<file path="src/rtl/instr_fetch_unit.sv">
// rtl/instr_fetch_unit.sv - multicycle fetch stage: PC, IR, field split and next-PC selection
module instr_fetch_unit #(
    parameter int              ADDR_W   = 32,
    parameter logic [ADDR_W-1:0] RESET_PC = '0
) (
    input  logic              clk,
    input  logic              reset,
    output logic              imem_req,
    output logic [ADDR_W-1:0] imem_addr,
    input  logic              imem_ack,
    input  logic [31:0]       imem_rdata,
    input  logic              instr_done,
    input  logic              jump,
    input  logic              jr,
    input  logic              beq,
    input  logic              bne,
    input  logic              zero,
    input  logic [31:0]       rs_data,
    output logic              ir_valid,
    output logic [5:0]        opcode,
    output logic [4:0]        rs,
    output logic [4:0]        rt,
    output logic [4:0]        rd,
    output logic [5:0]        funct,
    output logic [15:0]       imm,
    output logic [25:0]       target,
    output logic [ADDR_W-1:0] pc,
    output logic [ADDR_W-1:0] pc_plus4,
    output logic              misalign
);

    typedef enum logic [1:0] {
        S_FETCH  = 2'd0,
        S_DECODE = 2'd1,
        S_UPDATE = 2'd2
    } state_t;

    state_t            state_q, state_d;
    logic [ADDR_W-1:0] pc_q, pc_d;
    logic [31:0]       ir_q, ir_d;
    logic [ADDR_W-1:0] next_pc_q, next_pc_d;
    logic              misalign_q, misalign_d;

    logic [ADDR_W-1:0] pc_plus4_w;
    logic [ADDR_W-1:0] br_off;
    logic [ADDR_W-1:0] br_tgt;
    logic [ADDR_W-1:0] jump_tgt;
    logic [31:0]       jr_word;
    logic [ADDR_W-1:0] jr_tgt;
    logic              br_taken;
    logic              sample;

    // Target candidates for the next PC, all derived from the held IR and PC.
    always_comb begin
        pc_plus4_w      = pc_q + ADDR_W'(4);
        br_off          = {{(ADDR_W-18){ir_q[15]}}, ir_q[15:0], 2'b00};
        br_tgt          = pc_plus4_w + br_off;
        jump_tgt        = pc_plus4_w;
        jump_tgt[27:0]  = {ir_q[25:0], 2'b00};
        jr_word         = {rs_data[31:2], 2'b00};
        jr_tgt          = ADDR_W'(jr_word);
        br_taken        = (beq & zero) | (bne & ~zero);
        sample          = (state_q == S_DECODE) & instr_done;
    end

    // State register; reset aborts any fetch or decode in flight.
    always_ff @(posedge clk or negedge reset) begin
        if (!reset) begin
            state_q <= S_FETCH;
        end else begin
            state_q <= state_d;
        end
    end

    // Next-state logic: FETCH waits for ack, DECODE waits for retire, UPDATE lasts one cycle.
    always_comb begin
        state_d = state_q;
        case (state_q)
            S_FETCH:  if (imem_ack)   state_d = S_DECODE;
            S_DECODE: if (instr_done) state_d = S_UPDATE;
            S_UPDATE: state_d = S_FETCH;
            default:  state_d = S_FETCH;
        endcase
    end

    // Datapath registers: PC, IR, the sampled next PC and the misalign flag.
    always_ff @(posedge clk or negedge reset) begin
        if (!reset) begin
            pc_q       <= RESET_PC;
            ir_q       <= '0;
            next_pc_q  <= RESET_PC;
            misalign_q <= 1'b0;
        end else begin
            pc_q       <= pc_d;
            ir_q       <= ir_d;
            next_pc_q  <= next_pc_d;
            misalign_q <= misalign_d;
        end
    end

    // Datapath update: capture the word on ack, pick next PC at retire, commit it in UPDATE.
    always_comb begin
        pc_d       = pc_q;
        ir_d       = ir_q;
        next_pc_d  = next_pc_q;
        misalign_d = 1'b0;
        if ((state_q == S_FETCH) && imem_ack) begin
            ir_d = imem_rdata;
        end
        if (sample) begin
            // JR outranks J, which outranks a taken branch.
            if (jr) begin
                next_pc_d  = jr_tgt;
                misalign_d = |rs_data[1:0];
            end else if (jump) begin
                next_pc_d = jump_tgt;
            end else if (br_taken) begin
                next_pc_d = br_tgt;
            end else begin
                next_pc_d = pc_plus4_w;
            end
        end
        if (state_q == S_UPDATE) begin
            pc_d = next_pc_q;
        end
    end

    // Output decode: handshake, IR fields and PC views.
    always_comb begin
        imem_req  = (state_q == S_FETCH) & reset;
        imem_addr = pc_q;
        ir_valid  = (state_q == S_DECODE);
        opcode    = ir_q[31:26];
        rs        = ir_q[25:21];
        rt        = ir_q[20:16];
        rd        = ir_q[15:11];
        funct     = ir_q[5:0];
        imm       = ir_q[15:0];
        target    = ir_q[25:0];
        pc        = pc_q;
        pc_plus4  = pc_plus4_w;
        misalign  = misalign_q;
    end

endmodule
</file>
<file path="config.mk">
export PLATFORM = sky130hd
export DESIGN_NAME = instr_fetch_unit
export DESIGN_NICKNAME = d
export VERILOG_FILES = /design/src/rtl/instr_fetch_unit.sv
export SDC_FILE = /design/constraint.sdc
export NUM_CORES = 1
export LEC_CHECK = 0
export CAP_MARGIN = 30
export CORE_MARGIN = 2
export CORE_UTILIZATION = 40
export CTS_CLUSTER_DIAMETER = 200
export DETAILED_ROUTE_END_ITERATION = 16
export GPL_ROUTABILITY_DRIVEN = 0
export PLACE_DENSITY = 0.68
export SYNTH_ARGS = -nofsm -noshare
export SYNTH_HDL_FRONTEND = slang
export SYNTH_SLANG_ARGS = --single-unit
</file>
<file path="constraint.sdc">
create_clock -name clk -period 5.3 [get_ports clk]
set_clock_uncertainty 0.05 [all_clocks]
set_input_delay 1.59 -clock clk [delete_from_list [all_inputs] [get_ports clk]]
set_output_delay 1.59 -clock clk [all_outputs]
set_load 0.02 [all_outputs]
</file>
==> summary.md, run 1 <==
| Metric | Value |
|---|---|
| Root buffer cell | `clkbuf_16` |
| Final critical-path required period | `5.07 ns` |
| CP Launch Type | `flip-flop` |
| CTS tree | `done` |
| Post-DRT Antenna Nets | `0` |
| CTS Buffer Depth | `2` |
| Final setup fails | `0` |
| Initial antenna violation count | `1` |
| Worst reg2reg path startpoint | `imem_addr[2]` |
| Switch share | `between 40% and 50%` |
| Share of cells above drive strength 1 | `11.3%` |
| Hpwl dp | `~17,000 µm` |
| Critical path class | `flip-flop to primary output` |
| Max stage delay on crit path | `0.67 ns` |
| Fmax | `0.197 GHz` |
| Cell count after synthesis | `792` |
| Fin Setup TNS | `0 ns` |
| Pins Over Slew Limit | `0` |
| Width of the die | `138 µm` |
| Total CTS buffers | `9` |
| Max cap viols | `0` |
| First-pass GRT wire length | `36,300 µm` |
| Ys async rst share | `100%` |
| Final worst setup slack | `0.230 ns` |
| Yosys cell types | `63` |
| Die ar. | `19,200 µm²` |
| Hold Path Class | `flip-flop to flip-flop` |
| Max Fanout on Critical Path | `6` |
| Num rows | `slightly below 50` |
| Clk pwr share | `9.7%` |
| Hold Path Origin | `next_pc_q[0]` |
| Num ports | `241` |
| Hold-fix buffers, CTS | `0` |
| Slew margin rel. | `between 40 and 50%` |
| Final WL | `22,900 µm` |
| Met3 routed WL | `about 1900 µm` |
| Post-cts resize count | `0` |
| Final Hold Viols | `0` |
| Clock Latency Late Sink | `around 0.36 ns` |
| Cell seen most often among critical-path stages | `nand4_1` |
| Area contributors post-synth | `dfrtp_1 34%, mux2_2 9.3%, buf_4 7.4%, ha_1 6.2%, nand2_1 4.8%` |
| Met1 WL | `9660 µm` |
| Seq pwr share | `22.3%` |
| First-pass iteration count of the detailed router | `5` |
| Worst EP arrival | `~3.4 ns` |
| Port Buf Inserts | `240` |
| FF-to-FF End | `next_pc_q[31]` |
| DRC Markers | `0` |
| Post-synth top flop | `dfrtp_1` |
| Worst-path clk slew | `0.08 ns` |
| Fillers | `about 1,700` |
| Routed len/inst | `19.4 µm` |
| Sequential area share after synthesis | `34.2%` |
| 1st-iter DRT viols | `407` |
| Unrepaired setup endpoints after global routing | `false` |
| Area occupied by multi-input gates | `4050 µm²` |
| CP max stage cell | `clkdlybuf4s50_1` |
| Placeable Area | `17,800 µm²` |
| Largest net degree at the start of global routing | `60` |
| Most frequent cells in the layout | `239 x clkdlybuf4s50_1, 99 x dfrtp_1, 92 x nand2_1` |
| Synth area leader | `dfrtp_1` |
| Initial core utilization | `between 40% and 50%` |
| Outcome | `finished, final reports clean` |
| CP required | `3.66 ns` |
| Synth Cell Area | `7240 µm²` |
| EDFF count, synth | `0` |
| CP Capture Type | `primary output` |
| Number of synthesized register bits | `99` |
| Post-Syn Area per Cell | `just over 9 µm²` |
| R2R setup slack | `0.99 ns` |
| Setup slack at placement | `0.688 ns` |
| Vert. Die Dim | `138 µm` |
| Hold EP | `next_pc_q[0]` |
| Internal power | `between 0.003 and 0.004 W` |
| Top sig layer | `met4` |
| Nets | `1,058` |
| Antenna diode count | `0` |
| Pwr/cell area | `695 nW/µm²` |
| Total grt overflow | `0` |
| Area growth from synthesis to layout | `33.1%` |
| Post-CTS setup buffer count | `0` |
| Sequential Area | `about 2500 µm²` |
| Static leakage | `4.16 nW` |
| Area share of the largest cell type after synthesis | `34.2%` |
| P_sw | `0.00319 W` |
| DR vias/cell | `5.48` |
| Worst VDD drop | `0.349 mV` |
| H-tree depth | `3` |
| Period utilization | `95.7%` |
| Wire length on met2 | `10,900 µm` |
| WHS Path Cells | `2` |
| Vias in the first global route | `about 6,500` |
| Cells along the critical path | `ha_1 > nand4_1 > nor4_2 > nand4_1 > nor2_1 > xor2_1 > clkdlybuf4s50_1` |
| Clock sink total | `99` |
| DR vias | `~6,500` |
| Post-Syn Nets | `902` |
| Synth warnings | `0` |
| Worst-margin pin slew | `0.833 ns` |
| Logic pwr share | `68.0%` |
| Total track usage | `between 20% and 30%` |
| Worst R2R Path Depth | `14` |
| Most common cell after layout, fill and taps aside | `clkdlybuf4s50_1` |
power groups by stage:
stage / clock network (W) / registers (W) / logic (W)
after floorplan: 0 / 0.00167 / 0.00287
after CTS: 0.000666 / 0.00150 / 0.00455
after detailed placement: 0 / 0.00151 / 0.00452
after global placement: 0 / 0.00149 / 0.00451
after global routing: 0.000685 / 0.00156 / 0.00490
final: 0.000647 / 0.00149 / 0.00455
sequential cells by signal, indices dropped and copies added (netlist names):
name       cells
imem_addr     32
ir_q          32
next_pc_q     32
state_q        2
misalign       1
worst max-delay path by stage:
| stage | startpoint | to | cells past startpoint |
|---|---|---|---|
| after floorplan | imem_addr[3] | next_pc_q[31] | 14 |
| after global placement | imem_addr[2] | pc_plus4[30] | 7 |
| after detailed placement | imem_addr[2] | pc_plus4[28] | 7 |
| after CTS | imem_addr[2] | pc_plus4[24] | 7 |
| after global routing | imem_addr[2] | pc_plus4[28] | 7 |
| final | imem_addr[2] | pc_plus4[28] | 7 |
through the flow:
step                      cell area [µm²]  utilization [%]  std cells  total power (W)  hold slack (ns)
after floorplan                      7240                -        792          0.00454            0.383
after global placement               9360             52.4       1166          0.00601            0.396
after detailed placement             9360             52.4       1166          0.00603            0.405
after CTS                            9630             54.0       1182          0.00672            0.423
after global routing                 9630             54.0       1182          0.00714            0.462
final                                9630             54.0       1182          0.00669            0.425
area by class of cell:
| cell class | instances | share of cell area [%] |
|---|---|---|
| multi-input cells | 572 | 42.0 |
| repair buffers | 252 | 25.9 |
| flip-flops and latches | 99 | 25.7 |
| well taps | 229 | 2.97 |
| clock buffers | 10 | 2.38 |
| inverters | 14 | 0.546 |
| clock inverters | 6 | 0.494 |
synth_stat cells (3+ instances only):
cell	number
o21a_1	5
o311ai_0	3
a221oi_1	4
clkbuf_1	28
nor2_1	48
o21bai_1	3
o211a_1	3
a21oi_1	44
a311oi_1	4
a211oi_1	6
mux2i_1	6
nor3b_1	4
o221ai_1	3
nand3_1	27
inv_1	13
xnor2_1	29
mux2_2	60
and4_1	4
buf_2	3
a31oi_1	9
nor3_1	7
a31o_2	3
or3_1	7
nand4_1	17
dfrtp_1	99
nand2_1	92
and3_1	16
o21ai_0	39
buf_1	4
a21o_1	25
o22ai_1	3
o211ai_1	12
ha_1	36
buf_4	71
xor2_1	20
worst max-delay path: cells and delay by family (launching register included):
kind	cells	cell delay (ns)
fa+ha+maj	1	0.26
flops	1	0.45
simple gates	4	1.41
xor+xnor	1	0.29
buf+inv	1	0.67
routing by layer:
metal	vias up	GRT usage (%)
li1	3089	-
met1	3135	30.0
met2	228	39.9
met3	25	7.34
met4	0	7.30
met5	-	0
kinds of logic after synthesis:
logic type	synth area share [%]
adders and majority gates	6.50
and+or+nand+nor	15.5
buffers and inverters	10.0
DFF	34.2
muxes	10.2
xor gates and xnor gates	6.38
AOI/OAI and AO/OA	17.2
No activity file was read; power rests on OpenSTA's default activity.
==> inputs of run 2 (changes only) <==
CTS_CLUSTER_SIZE = 20   (was default)
==> results of run 2 <==
Same layout as run 1: the final DEF is identical, and so are final timing and power.
==> inputs of run 3 (changes only) <==
GPL_ROUTABILITY_DRIVEN = default   (was 0)
PLACE_DENSITY = 0.71   (was 0.68)
==> summary.md, run 3 (same netlist as run 1, synthesis figures left out) <==
| Metric | Value |
|---|---|
| Num rows | `49 (unchanged)` |
| Seq pwr share | `21.9% (-0.4 points)` |
| Post-CTS setup buffer count | `0 (unchanged)` |
| Max stage delay on crit path | `0.68 ns (about the same)` |
| Clock sink total | `99 (unchanged)` |
| Outcome | `finished, final reports clean` |
| Total track usage | `23.6% (-0.37 points)` |
| CP Launch Type | `flip-flop` |
| Placeable Area | `17,800 µm² (unchanged)` |
| CTS Buffer Depth | `2 (unchanged)` |
| Cell seen most often among critical-path stages | `nand4_1` |
| Worst EP arrival | `3.37 ns (-0.06 ns)` |
| 1st-iter DRT viols | `313 (-23%)` |
| CP Capture Type | `primary output` |
| Final Hold Viols | `0 (unchanged)` |
| Vert. Die Dim | `138 µm (unchanged)` |
| Most common cell after layout, fill and taps aside | `clkdlybuf4s50_1` |
| Fillers | `1,638 (-2.8%)` |
| Width of the die | `138 µm (unchanged)` |
| Setup slack at placement | `0.686 ns (-0.00192 ns)` |
| Worst VDD drop | `0.380 mV (+8.7%)` |
| Static leakage | `4.18 nW (+0.47%)` |
| Final WL | `22,900 µm (+0.13%)` |
| Total grt overflow | `0 (unchanged)` |
| CTS tree | `done` |
| Nets | `1,059 (+0.095%)` |
| Clk pwr share | `10.5% (+0.8 points)` |
| Routed len/inst | `19.4 µm (about the same)` |
| Post-DRT Antenna Nets | `0 (unchanged)` |
| Clock Latency Late Sink | `0.36 ns (about the same)` |
| Fin Setup TNS | `0 ns (unchanged)` |
| First-pass iteration count of the detailed router | `5 (unchanged)` |
| CP bufs+invs | `1 (unchanged)` |
| Most frequent cells in the layout | `239 x clkdlybuf4s50_1, 99 x dfrtp_1, 92 x nand2_1` |
| Num ports | `241 (unchanged)` |
| P_sw | `0.00320 W (+0.10%)` |
| CP max stage cell | `clkdlybuf4s50_1` |
| Hold-fix buffers, CTS | `0 (unchanged)` |
| Final critical-path required period | `5.01 ns (-0.0549 ns)` |
| H-tree depth | `3 (unchanged)` |
| Port Buf Inserts | `240 (unchanged)` |
| Hpwl dp | `16,800 µm (+0.14%)` |
| Vias in the first global route | `6,330 (-1.9%)` |
| Final setup fails | `0 (unchanged)` |
| Period utilization | `94.6% (-1.0 points)` |
| R2R setup slack | `1.07 ns (+0.08 ns)` |
| Critical path class | `flip-flop to primary output` |
| Antenna diode count | `0 (unchanged)` |
| Final worst setup slack | `0.285 ns (+0.0549 ns)` |
| Pins Over Slew Limit | `0 (unchanged)` |
| Slew margin rel. | `55.4% (+11 points)` |
| Hold Path Class | `flip-flop to flip-flop` |
| Unrepaired setup endpoints after global routing | `false` |
| Max cap viols | `0 (unchanged)` |
| Total CTS buffers | `9 (unchanged)` |
| DR vias/cell | `5.46 (-0.44%)` |
| Worst-path clk slew | `0.07 ns (about the same)` |
| DR vias | `6,454 (-0.36%)` |
| Fmax | `0.199 GHz (+1.1%)` |
| Share of cells above drive strength 1 | `11.5% (+0.20 points)` |
| Cells along the critical path | `ha_1 > nand4_1 > nor4_2 > nand4_1 > nor2_1 > xor2_1 > clkdlybuf4s50_1` |
| Largest net degree at the start of global routing | `65 (+8.3%)` |
| Initial core utilization | `40.6% (unchanged)` |
| Pwr/cell area | `697 nW/µm² (+0.35%)` |
| Initial antenna violation count | `0 (-1)` |
| CP required | `3.66 ns (about the same)` |
| DRC Markers | `0 (unchanged)` |
| First-pass GRT wire length | `35,700 µm (-1.6%)` |
| Switch share | `47.3% (-0.42 points)` |
| Area growth from synthesis to layout | `34.0%` |
| Root buffer cell | `clkbuf_16` |
| Die ar. | `19,200 µm² (unchanged)` |
| Layout Utilization | `54.3% (+0.34 points)` |
| Max Fanout on Critical Path | `6 (unchanged)` |
| GP Congestion | `0.882` |
| Internal power | `0.00356 W (+1.8%)` |
| Logic pwr share | `67.5% (-0.5 points)` |
| Delay-heaviest family, CP | `simple AND/OR/NAND/NOR gates` |
| Worst-margin pin slew | `0.665 ns (-0.168 ns)` |
| Post-cts resize count | `0 (unchanged)` |
==> run 3: cell count changes in the layout (fill, tap and decap cells not counted), sizes merged <==
| cell | delta |
|---|---|
| bufinv | +1 |
| clkinvlp | +2 |
| clkinv | -3 |
| buf | +1 |
==> run 3: worst register-to-register path, stage by stage, from the launching register on <==
cell and delay (ns):
dfrtp_1 0.46, ha_1 0.26, nand4_1 0.19, nor4_2 0.58
nand2_1 0.14, xnor2_1 0.28, ha_1 0.37, a21o_1 0.21
a21o_1 0.19, a211oi_1 0.35, o21ai_0 0.23, o211a_1 0.27
a211o_1 0.27, mux2i_1 0.17, nand3_1 0.09
==> run 3: metrics by stage <==
stage          total power [W]  std cells  hold WS [ns]  cell area [µm²]
2_1_floorplan          0.00454        792         0.383             7240
3_3_place_gp           0.00599       1166         0.394             9360
3_5_place_dp           0.00603       1167         0.400             9380
4_1_cts                0.00678       1183         0.417             9690
5_1_grt                0.00720       1183         0.443             9690
6_report               0.00676       1183         0.416             9690
==> run 3: power groups by stage <==
| stage | logic, W | clock network, W | registers [W] |
|---|---|---|---|
| 2_1_floorplan | 0.00287 | 0 | 0.00167 |
| 3_3_place_gp | 0.00452 | 0 | 0.00147 |
| 3_5_place_dp | 0.00454 | 0 | 0.00150 |
| 4_1_cts | 0.00456 | 0.000730 | 0.00149 |
| 5_1_grt | 0.00489 | 0.000762 | 0.00155 |
| 6_report | 0.00456 | 0.000710 | 0.00148 |
==> run 3: path summary, 6_finish.rpt <==
kind / start / end / cells past startpoint
setup / recovery: imem_addr[2] / pc_plus4[30] / 7
hold / removal: next_pc_q[0] / next_pc_q[0] / 2
setup reg to reg: imem_addr[2] / next_pc_q[31] / 14
hold reg to reg: next_pc_q[0] / next_pc_q[0] / 2
max in group asynchronous: reset / imem_addr[20] / 4
min in group asynchronous: reset / ir_q[11] / 2
==> run 3: metal layers <==
metal  GRT usage (%)  part of all wire (%)
met1            29.5                    43
met4            6.28                   1.9
met3            7.07                   7.2
met5               0                     0
met2            40.0                    48
==> run 3: area by class of cell <==
class	count	area, µm²	area share [%]
sequential	99	2480	25.6
clock inverter	6	71.3	0.736
tap	229	287	2.96
clock buffer	10	239	2.47
inverter	14	52.6	0.542
multi-input combinational	572	4050	41.8
timing repair buffer	253	2520	26.0
